## config.mk

```make
export PLATFORM = sky130hd
export DESIGN_NAME = m_gen_sweep
export DESIGN_NICKNAME = d
export VERILOG_FILES = /design/src/rtl/m_gen_pkg.sv /design/src/rtl/m_gen_argmin.sv /design/src/rtl/m_gen_sweep.sv
export SDC_FILE = /design/constraint.sdc
export NUM_CORES = 1
export LEC_CHECK = 0
export BUFFER_PORTS_ARGS = -buffer_cell sky130_fd_sc_hd__buf_2
export CAP_MARGIN = 0
export CORE_ASPECT_RATIO = 0.8
export CORE_UTILIZATION = 50
export CTS_CLUSTER_SIZE = 28
export DETAILED_ROUTE_END_ITERATION = 6
export HOLD_SLACK_MARGIN = 0.15
export PLACE_DENSITY_LB_ADDON = 0.25
export RECOVER_POWER = 25
export SLEW_MARGIN = 20
export SYNTH_ARGS = -nofsm -noshare
export SYNTH_HDL_FRONTEND = slang
export SYNTH_HIERARCHICAL = 1
export SYNTH_SLANG_ARGS = --single-unit
export TNS_END_PERCENT = 5
```

## constraint.sdc

```tcl
create_clock -name clk -period 4.3 [get_ports clk]
set_clock_uncertainty 0.15 [all_clocks]
set_input_delay 0.86 -clock clk [delete_from_list [all_inputs] [get_ports clk]]
set_output_delay 0.86 -clock clk [all_outputs]
set_load 0.03 [all_outputs]
```

## src/rtl/m_gen_pkg.sv

```systemverilog
// Shared types and helpers for the M-generation coordinate sweep.
// State encoding, symbol width helper and default F width.
package m_gen_pkg;

  typedef enum logic [1:0] {
    IDLE,
    EMIT,
    COLLECT,
    DONE
  } state_t;

  localparam int FW_DEF = 64;

  function automatic int sym_width(input int a);
    return $clog2(a) + 1;
  endfunction

endpackage

```

## src/rtl/m_gen_argmin.sv

```systemverilog
// Streaming (value,index) minimum tracker.
// Strict less-than keeps the earliest index on ties.
module m_gen_argmin
  import m_gen_pkg::*;
#(
  parameter int FW = FW_DEF,
  parameter int IW = 2
) (
  input  logic          clk,
  input  logic          rst,
  input  logic          clear,
  input  logic          in_valid,
  input  logic [FW-1:0] in_val,
  input  logic [IW-1:0] in_idx,
  output logic [FW-1:0] min_val,
  output logic [IW-1:0] min_idx
);

  always_ff @(posedge clk or posedge rst) begin
    if (rst) begin
      min_val <= '1;
      min_idx <= '0;
    end else if (clear) begin
      min_val <= '1;
      min_idx <= '0;
    end else if (in_valid && (in_val < min_val)) begin
      min_val <= in_val;
      min_idx <= in_idx;
    end
  end

endmodule

```

## src/rtl/m_gen_sweep.sv

```systemverilog
// Coordinate-descent search engine: emits candidate rows per coordinate,
// commits the argmin symbol and repeats passes until stable or capped.
module m_gen_sweep
  import m_gen_pkg::*;
#(
  parameter int J        = 14,
  parameter int A        = 2,
  parameter int FW       = FW_DEF,
  parameter int MAX_PASS = 4,
  localparam int AWIDTH  = sym_width(A)
) (
  input  logic              clk,
  input  logic              rst,
  input  logic [J*AWIDTH-1:0] x_init,
  input  logic              x_init_tvalid,
  output logic              x_init_tready,
  output logic [J*AWIDTH-1:0] cand,
  output logic              cand_tvalid,
  input  logic              cand_tready,
  output logic              cand_tlast,
  input  logic [FW-1:0]     f_value,
  input  logic              f_value_tvalid,
  output logic [J*AWIDTH-1:0] best_x,
  output logic [FW-1:0]     best_f,
  output logic              best_tvalid,
  output logic              busy
);

  localparam int JW = (J > 1) ? $clog2(J) : 1;
  localparam int PW = $clog2(MAX_PASS) + 1;
  localparam int XW = J * AWIDTH;

  state_t state, state_nx;

  logic [JW-1:0]     j;
  logic [AWIDTH-1:0] sym;
  logic [AWIDTH-1:0] res_cnt;
  logic [PW-1:0]     pass;
  logic              changed;
  logic [XW-1:0]     cur_x;
  logic [XW-1:0]     row;
  logic [XW-1:0]     nxt_x;
  logic [AWIDTH-1:0] old_sym;
  logic [AWIDTH-1:0] amin_idx;
  logic [FW-1:0]     amin_val;

  logic start, hs, sym_last, take, dec;
  logic last_j, chg, stop;

  always_comb begin
    row = cur_x;
    row[int'(j)*AWIDTH +: AWIDTH] = sym;
    nxt_x = cur_x;
    nxt_x[int'(j)*AWIDTH +: AWIDTH] = amin_idx;
    old_sym = cur_x[int'(j)*AWIDTH +: AWIDTH];
  end

  assign start    = (state == IDLE) && x_init_tvalid;
  assign hs       = (state == EMIT) && cand_tready;
  assign sym_last = (sym == AWIDTH'(A - 1));
  assign take     = f_value_tvalid
                 && ((state == EMIT) || (state == COLLECT))
                 && (res_cnt < AWIDTH'(A));
  assign dec      = (state == COLLECT) && (res_cnt == AWIDTH'(A));
  assign last_j   = (j == JW'(J - 1));
  assign chg      = (amin_idx != old_sym);
  assign stop     = !(changed || chg)
                 || ((int'(pass) + 1) == MAX_PASS);

  m_gen_argmin #(
    .FW (FW),
    .IW (AWIDTH)
  ) u_argmin (
    .clk      (clk),
    .rst      (rst),
    .clear    (start || dec),
    .in_valid (take),
    .in_val   (f_value),
    .in_idx   (res_cnt),
    .min_val  (amin_val),
    .min_idx  (amin_idx)
  );

  always_ff @(posedge clk or posedge rst) begin
    if (rst) state <= IDLE;
    else     state <= state_nx;
  end

  always_comb begin
    state_nx      = state;
    x_init_tready = 1'b0;
    busy          = 1'b1;
    cand_tvalid   = 1'b0;
    cand_tlast    = 1'b0;
    cand          = '0;
    best_tvalid   = 1'b0;
    unique case (state)
      IDLE: begin
        x_init_tready = 1'b1;
        busy          = 1'b0;
        if (x_init_tvalid) state_nx = EMIT;
      end
      EMIT: begin
        cand_tvalid = 1'b1;
        cand_tlast  = sym_last;
        cand        = row;
        if (hs && sym_last) state_nx = COLLECT;
      end
      COLLECT: begin
        if (dec) begin
          if (!last_j)   state_nx = EMIT;
          else if (stop) state_nx = DONE;
          else           state_nx = EMIT;
        end
      end
      DONE: begin
        best_tvalid = 1'b1;
        state_nx    = IDLE;
      end
      default: state_nx = IDLE;
    endcase
  end

  always_ff @(posedge clk or posedge rst) begin
    if (rst) begin
      cur_x   <= '0;
      j       <= '0;
      sym     <= '0;
      pass    <= '0;
      changed <= 1'b0;
      res_cnt <= '0;
      best_x  <= '0;
      best_f  <= '0;
    end else begin
      if (take) res_cnt <= res_cnt + AWIDTH'(1);
      unique case (state)
        IDLE: begin
          if (x_init_tvalid) begin
            cur_x   <= x_init;
            j       <= '0;
            sym     <= '0;
            pass    <= '0;
            changed <= 1'b0;
            res_cnt <= '0;
            best_f  <= '1;
          end
        end
        EMIT: begin
          if (hs) sym <= sym_last ? '0 : sym + AWIDTH'(1);
        end
        COLLECT: begin
          if (dec) begin
            cur_x   <= nxt_x;
            best_f  <= amin_val;
            res_cnt <= '0;
            sym     <= '0;
            if (!last_j) begin
              j       <= j + JW'(1);
              changed <= changed || chg;
            end else begin
              pass    <= pass + PW'(1);
              j       <= '0;
              changed <= 1'b0;
              // best_x lands together with the completion pulse
              if (stop) best_x <= nxt_x;
            end
          end
        end
        default: ;
      endcase
    end
  end

endmodule

```

Word-level counts from Yosys, hierarchy flattened
Cells that the tools add are included.
- output and inout bits: 125
- flip-flop bits (word level): 200
- logic and storage cells: 102
- bits of input ports: 97
- muxes and demuxes: 45
- eq/ne operators: 13
- order comparisons: 2
- reductions and logical operators: 21
- shifts and indexed selects: 4
- $add $sub $neg: 6
- operators with widths (cell ; count):
    $mux W64 ; 4
    $pmux W64 S2 ; 1
    $mux W28 ; 3
    $shiftx A2 B33 Y28 ; 2
    $lt A64 B64 Y1 ; 1
    $bwmux W28 ; 2
    $pmux W28 S2 ; 1
    $neg A5 Y33 ; 1
    $shift A2 B33 Y28 const A ; 1
    $mux W2 ; 14
    $shiftx A28 B6 Y2 ; 1
    $mux W4 ; 3
    $reduce_and A4 Y1 ; 3
    $mux W3 ; 3
    $mux W1 ; 8
    $ne A2 B2 Y1 const B ; 4
    $pmux W2 S4 ; 1
    $pmux W4 S2 ; 1
    $logic_and A1 B1 Y1 ; 7
    $eq A2 B2 Y1 const B ; 3
    $pmux W2 S3 ; 1
    $pmux W3 S2 ; 1
    $reduce_and A3 Y1 ; 2
    $add A2 B1 Y2 const B ; 2
    other kinds (16) ; 21

Longest topological paths before layout
Gate-level depths: netlist (run 1).
- depth in word-level cells: 9
- depth in mapped cells: 12
- gate-level depth less buffers: 9

Hierarchy
Netlist (run 1), hierarchy kept.
- modules (own cells, without submodules) (module ; cells an instance ; area each (sq um) ; sequential area each (sq um) ; instances):
    m_gen_sweep ; 673 ; 6891.6 ; 3353.2 ; 1
    m_gen_argmin ; 379 ; 4053.9 ; 1731.7 ; 1

Worst setup path before layout (run 1)
Ideal clock, no wire load.
- path kind: register to output
- from: register j[0]
- to: output cand[22]
- cell stages (with the launch flop): 9
- arrival: 2.873 ns
- path slack: 0.417 ns
- buffers on the path: 1
- required time: 3.290 ns
- path through: dfrtp_1 > buf_6 > or2_2 > nor2_1 > ha_1 > nor3_1 > nand2_1 > or2_2 > a21oi_1
- longest elaborated chain between the ends: 4
- elaborated cells on any way between the ends: 5
- classes of those cells: 1 x add/sub; 2 x shift; 2 x mux
- ends and longest elaborated chain (element ; line ; text):
    start, declared ; m_gen_sweep.sv:35 ; logic [JW-1:0] j;
    start signal, assigned ; m_gen_sweep.sv:158 ; j <= j + JW'(1);
    $neg A5 Y33 * ; m_gen_sweep.sv:52 ; row[int'(j)*AWIDTH +: AWIDTH] = sym;
    $shiftx A2 B33 Y28 / $shift A2 B33 Y28 (equally long branches) ; m_gen_sweep.sv:52 ;
    $bwmux W28 * ; m_gen_sweep.sv:52 ;
    $mux W28 * ; m_gen_sweep.sv:97 ; unique case (state)
    end, declared ; m_gen_sweep.sv:17 ; output logic [J*AWIDTH-1:0] cand,
Every way passes the cells marked *; elsewhere a longest branch is shown, timed or not.

Worst setup path after layout (run 1)
- from: register j[2]
- to: output cand[18]
The elaborated chain is that of the path after synthesis.

==> impl_metrics.toml, run 1 <==
[floorplan]
die_w_um = 167
die-area_um2 = 22500
coreArea_um2 = 21500
num_rows = 48
dieHeight_um = 134
initial_core_util_pct = 50.9
ios = 222

[worst_setup_path]
crit_path_max_fanout = 7
max_stage_delay_ns = 0.38
worstPathArrival_ns = 3.05
cp_common_cell = "or2_2"
crit_chain = "or2_2, nor2_1, ha_1, nor3_1, buf_4, nand2_1, or2_2, a21oi_1, buf_2"
crit_type = "flop to primary output"
worstPathRequired_ns = 3.29
startpoint = "j[2]$_DFFE_PP0P_"
rr_startpoint = "j[0]$_DFFE_PP0P_"
cp-start-kind = "flop"
cp_slowest_cell = "dfrtp_1"
end_kind = "primary output"

[synthesis]
synth_cell_type_count = 59
synth_edf_count = 0
async_flop_share_pct = 100
synth.area.top_cells = "dfrtp_1 31%, dfstp_2 15%, o22a_1 11%, ha_1 8.8%, a21oi_1 3.4%"
ys_seq_area_share_pct = 46.5
synthesis.area_um2 = 10900
synth_top_area_share_pct = 31.1
synth_fp_nets = 1226
synthCells = 1052
ys_ff_latch = 200
yosys.area.top_type = "dfrtp_1"
ys.flop_type = "dfrtp_1"
synth-warning-count = 6
avgSynthCellArea_um2 = 10.4

[finish]
drive_gt1_share_pct = 32.2
syn2layout_area_growth_pct = 17.3
num-nets-final = 1421

[route]
drtAntennaViolNets = 0
firstDrtPassIters = 7
via_per_inst = 5.79
first_iter_violations = 693
maxUsedRoutingLayer = "met4"
met1_length_um = 14300
vias = 8889
routed_wl_um = 28700
wl_per_cell_um = 18.7
drc = 0
wl_met2_um = 12100
met3_length_um = 1850

[min_path]
hold_class = "input pin to asynchronous set/reset pin"

[clock_tree]
cts_resized = 0
htreeDepth = 4
cts_setup_buffers = 0
cts_sinks = 200
clock_path_buffers = 2
clk_pin_slew_ns = 0.08
cts-hold-fix-buffers = 0
clock_latency_ns = 0.44
cts_tree = "yes"
cts-root-buf = "clkbuf_16"
numCtsBuffers = 17

[outcome]
violations = "max-capacitance violations, max-slew violations"
status = "complete, but fails checks"

[timing]
hold_violations = 0
tightest_slew_ns = 2.60
rsz0062_at_grt = "no"
fmax_ghz = 0.246
setup_viol_count_final = 0
relSlewSlack_pct = -73.5
whs_ns = 0.331
finalCriticalPeriod_ns = 4.06
final-max-slew-violation-count = 125
finalCritPeriodShare_pct = 94.5
finalSetupTns_ns = 0

[power_and_ir_drop]
p_leak_nw = 5.91
power-per-cell-area_nw_per_um2 = 672
peakVddDrop_mv = 0.330

[global_routing]
grt_max_degree = 77
gr-usage-all-layers_pct = 25.8
grt-ovfl-total = 0
grt_pass1_wl_um = 45600
grt_pass1_vias = 8490
grt_antenna_before_repair = 1

[placed_design]
io_buffers = 221
dp_hpwl_um = 20400
gp_congestion = 0.894

[job]
maxCapViolCount = 3
==> synth_stat cells, drive strengths merged (2+ instances only) <==
cell	n
o22a	142
dfrtp	136
inv	83
ha	77
nand2	75
a21oi	74
dfstp	64
nor2	62
o21ai	58
clkbuf	42
mux2	41
buf	25
nand4	25
or2	16
nand3	15
a31oi	14
nor2b	12
mux2i	11
and2	9
and3	9
nor3	7
a21o	5
a211oi	4
nor4	4
a221o	3
a221oi	3
mux4	3
o21a	3
o22ai	3
xnor2	3
a2111oi	2
a21boi	2
and4	2
o2bb2ai	2
==> worst max-delay path: cells and delay by family, from the launching register on <==
family | cells | cell delay [ns]
and+or+nand+nor | 5 | 1.26
buffers and inverters | 2 | 0.47
DFF | 1 | 0.38
adders and majority gates | 1 | 0.31
AOI/OAI and AO/OA | 1 | 0.22
==> cells by family (layout without fill, tap and decap cells) <==
group           after synthesis  count (layout)  share of synthesized area [%]
fa+ha+maj                    77              77                           8.80
buf+inv                     150             358                           6.15
flops                       200             200                           46.5
xor+xnor                      3               3                          0.240
mux                          55              55                           6.60
compound gates              326             326                           21.1
other cells                   0               1                              0
simple gates                241             241                           10.6
==> layout by cell type (no fill, tap or decap), types with 5 or more instances in the layout <==
cell type | synthesis | final
buf_2 | 2 | 220
o22a_1 | 142 | 142
dfrtp_1 | 136 | 136
inv_1 | 83 | 82
ha_1 | 77 | 76
nand2_1 | 75 | 75
a21oi_1 | 74 | 74
dfstp_2 | 64 | 64
nor2_1 | 62 | 62
o21ai_0 | 54 | 54
nand4_1 | 25 | 25
mux2_4 | 22 | 22
mux2_2 | 19 | 19
buf_4 | 6 | 19
clkbuf_16 | 0 | 17
or2_2 | 16 | 16
nand3_1 | 15 | 15
a31oi_1 | 14 | 14
nor2b_1 | 12 | 12
mux2i_1 | 11 | 11
and3_1 | 9 | 9
and2_1 | 9 | 9
nor3_1 | 7 | 7
a21o_1 | 5 | 5
==> through the flow <==
stage / cells / cell area, um2 / total power, mW / worst slack (ns) / utilization, %
after CTS: 1534 / 12900 / 8.63 / 0.252 / 59.8
after floorplan: 1052 / 10900 / 5.87 / 0.417 / -
after global placement: 1502 / 12300 / 6.81 / 0.552 / 57.0
final: 1536 / 12800 / 8.62 / 0.237 / 59.7
after detailed placement: 1502 / 12300 / 6.92 / 0.490 / 57.0
after global routing: 1536 / 12800 / 9.20 / 0.0592 / 59.7
==> flip-flops by register name, summed over array words and instances (netlist names) <==
| name | cells |
|---|---|
| sym | 2 |
| j | 4 |
| u_argmin/min_idx | 2 |
| cur_x | 28 |
| changed | 1 |
| pass | 3 |
| state | 2 |
| best_f | 64 |
| res_cnt | 2 |
| u_argmin/min_val | 64 |
| best_x | 28 |
==> cell type report <==
class / instances / area (um2)
antenna: 1 / 2.50
clock buffer: 17 / 425
clock inverter: 15 / 185
fill: 1874 / 8660
inverter: 83 / 313
multi-input combinational: 702 / 5220
sequential: 200 / 5080
tap: 275 / 344
timing repair buffer: 243 / 1260
==> final timing paths <==
path                                     endpoint  slack (ns)  cells past startpoint
setup / recovery                         cand[18]        0.24                      9
hold / removal             best_f[59]$_DFFE_PP0P_        0.33                      2
setup reg to reg           best_x[27]$_DFFE_PP0P_        0.89                      8
hold reg to reg            best_f[62]$_DFFE_PP0P_        0.33                      1
max in group asynchronous   cur_x[15]$_DFFE_PP0P_        0.78                      3
min in group clk           best_f[62]$_DFFE_PP0P_        0.33                      1
==> routing by layer <==
metal,vias to the layer above,GRT usage [%]
met3,30,4.78
met5,-,0
met4,0,6.68
met1,4324,40.2
met2,323,36.5
li1,4212,-
==> power breakdown <==
part / switching (mW) / leakage [nW] / internal [mW]
Combinational: 2.56 / 3.46 / 1.50
Clock: 0.793 / 0.296 / 0.885
Sequential: 0.410 / 2.15 / 2.48
(Power assumes the default switching activity.)
==> run 2, diff against run 1 <==
==> constraint.sdc (replaced) <==
create_clock -name clk -period 4.3 [get_ports clk]
set_clock_uncertainty 0.15 [all_clocks]
set_input_delay 0.215 -clock clk [delete_from_list [all_inputs] [get_ports clk]]
set_output_delay 0.215 -clock clk [all_outputs]
set_load 0.03 [all_outputs]
==> impl_metrics.toml, run 2 (synthesized netlist as in run 1, its figures left out) <==
[floorplan]
dieHeight_um = 134
die_w_um = 167
num_rows = 48
die-area_um2 = 22500
ios = 222
coreArea_um2 = 21500
initial_core_util_pct = 50.9

[clock_tree]
cts_sinks = 200
clk_pin_slew_ns = 0.07
htreeDepth = 4
clock_latency_ns = 0.43
cts_setup_buffers = 0
cts_tree = "yes"
numCtsBuffers = 17
clock_path_buffers = 2
cts-hold-fix-buffers = 95
cts_resized = 0
cts-root-buf = "clkbuf_16"

[finish]
fin_util_pct = 63.4
nFillCells = 1830
drive_gt1_share_pct = 23.1
largestRegisters = "best_f x64, u_argmin/min_val x64"
fin_area_um2 = 13600
fin_cells = 1624
syn2layout_area_growth_pct = 24.5
antennaDiodeCount = 0
final_common_cell = "o22a_1"
most-common-layout-cells = "142 x o22a_1, 136 x dfrtp_1, 128 x buf_2, 95 x dlygate4sd3_1, 93 x clkbuf_1"
num-nets-final = 1510

[route]
met1_length_um = 14500
wl_met2_um = 13000
maxUsedRoutingLayer = "met5"
vias = 9278
drc = 0
met3_length_um = 1890
drtAntennaViolNets = 0
firstDrtPassIters = 5
first_iter_violations = 696
via_per_inst = 5.71
wl_per_cell_um = 18.3
routed_wl_um = 29700

[job]
maxCapViolCount = 1

[outcome]
violations = "max-capacitance violations, max-slew violations"
status = "complete, but fails checks"

[power_and_ir_drop]
p_leak_nw = 6.08
power-per-cell-area_nw_per_um2 = 632
peakVddDrop_mv = 0.349
power_mw = 8.61

[worst_setup_path]
rr_startpoint = "u_argmin/min_val[38]$_DFFE_PP1P_"
reg2reg_to = "u_argmin/min_val[21]$_DFFE_PP1P_"
end_kind = "primary output"
cp-start-kind = "flop"
reg2reg_depth = 10
worstPathArrival_ns = 3.44
crit_path_max_fanout = 17
crit_type = "flop to primary output"
rrSetupSlack_ns = 0.74
worstPathRequired_ns = 3.93

[timing]
fin_ws_ns = 0.498
relSlewSlack_pct = -56.0
whs_ns = 0.185
finalCritPeriodShare_pct = 88.4
fmax_ghz = 0.263
final-max-slew-violation-count = 107
tightest_slew_ns = 2.34
finalSetupTns_ns = 0
setup_viol_count_final = 0
hold_violations = 0
rsz0062_at_grt = "no"
finalCriticalPeriod_ns = 3.80

[global_routing]
grt_pass1_wl_um = 47200
grt_pass1_vias = 8918
grt_antenna_before_repair = 2
grt_max_degree = 107
gr-usage-all-layers_pct = 26.5
grt-ovfl-total = 0

[placed_design]
detailedPlace.worstSlack_ns = 0.830
dp.cells = 1497
io_buffers = 221
place_area_um2 = 12200
gp_congestion = 0.898
dp_hpwl_um = 20100

[min_path]
hold_path_startpoint = "x_init_tvalid"
min_to = "j[2]$_DFFE_PP0P_"
min_path_cells = 5
hold_class = "input pin to flop"
[run 2: changes by cell type in the layout (fill, tap and decap cells not counted), sizes merged, moves of 3 or more]
cell         delta
dlygate4sd3    +95
clkbuf         +90
buf            -95
inv             +3
[run 2: worst max path at each step]
stage                                           from                          endpoint  depth (start not counted)
detailed placement  u_argmin/min_val[37]$_DFFE_PP1P_  u_argmin/min_val[21]$_DFFE_PP1P_                         10
finish                              j[1]$_DFFE_PP0P_                          cand[25]                          7
CTS                                 j[1]$_DFFE_PP0P_                          cand[24]                          7
global placement    u_argmin/min_val[37]$_DFFE_PP1P_  u_argmin/min_val[22]$_DFFE_PP1P_                         10
global route                        j[1]$_DFFE_PP0P_                          cand[25]                          7
floorplan                                        rst             best_f[0]$_DFFE_PP0P_                          1
[run 2: area by class of cell]
type / count / area, um2 / area share [%]
multi-input combinational: 702 / 5220 / 38.3
inverter: 83 / 315 / 2.31
sequential: 200 / 5080 / 37.3
tap: 275 / 344 / 2.53
clock buffer: 17 / 425 / 3.12
clock inverter: 15 / 171 / 1.26
timing repair buffer: 332 / 2060 / 15.1
[run 2: report_power, final]
part	switching (mW)	leakage (nW)	total [mW]	internal (mW)
clock network	0.802	0.293	1.64	0.836
logic	2.52	3.64	4.05	1.53
registers	0.450	2.15	2.93	2.48
total	3.77	6.08	8.61	4.84
[run 2: critical path, stage by stage, from the launching register on]
cell,delay (ns)
dfrtp_1,0.70
inv_1,0.27
ha_1,0.54
nor3_1,0.56
and3_1,0.44
mux2i_1,0.24
nor2_1,0.07
buf_2,0.19
[run 2: per-layer routing]
metal	global-route usage [%]	up-vias
met5	0	-
met1	39.9	4521
met2	39.9	336
met3	4.34	31
li1	-	4388
met4	5.91	2
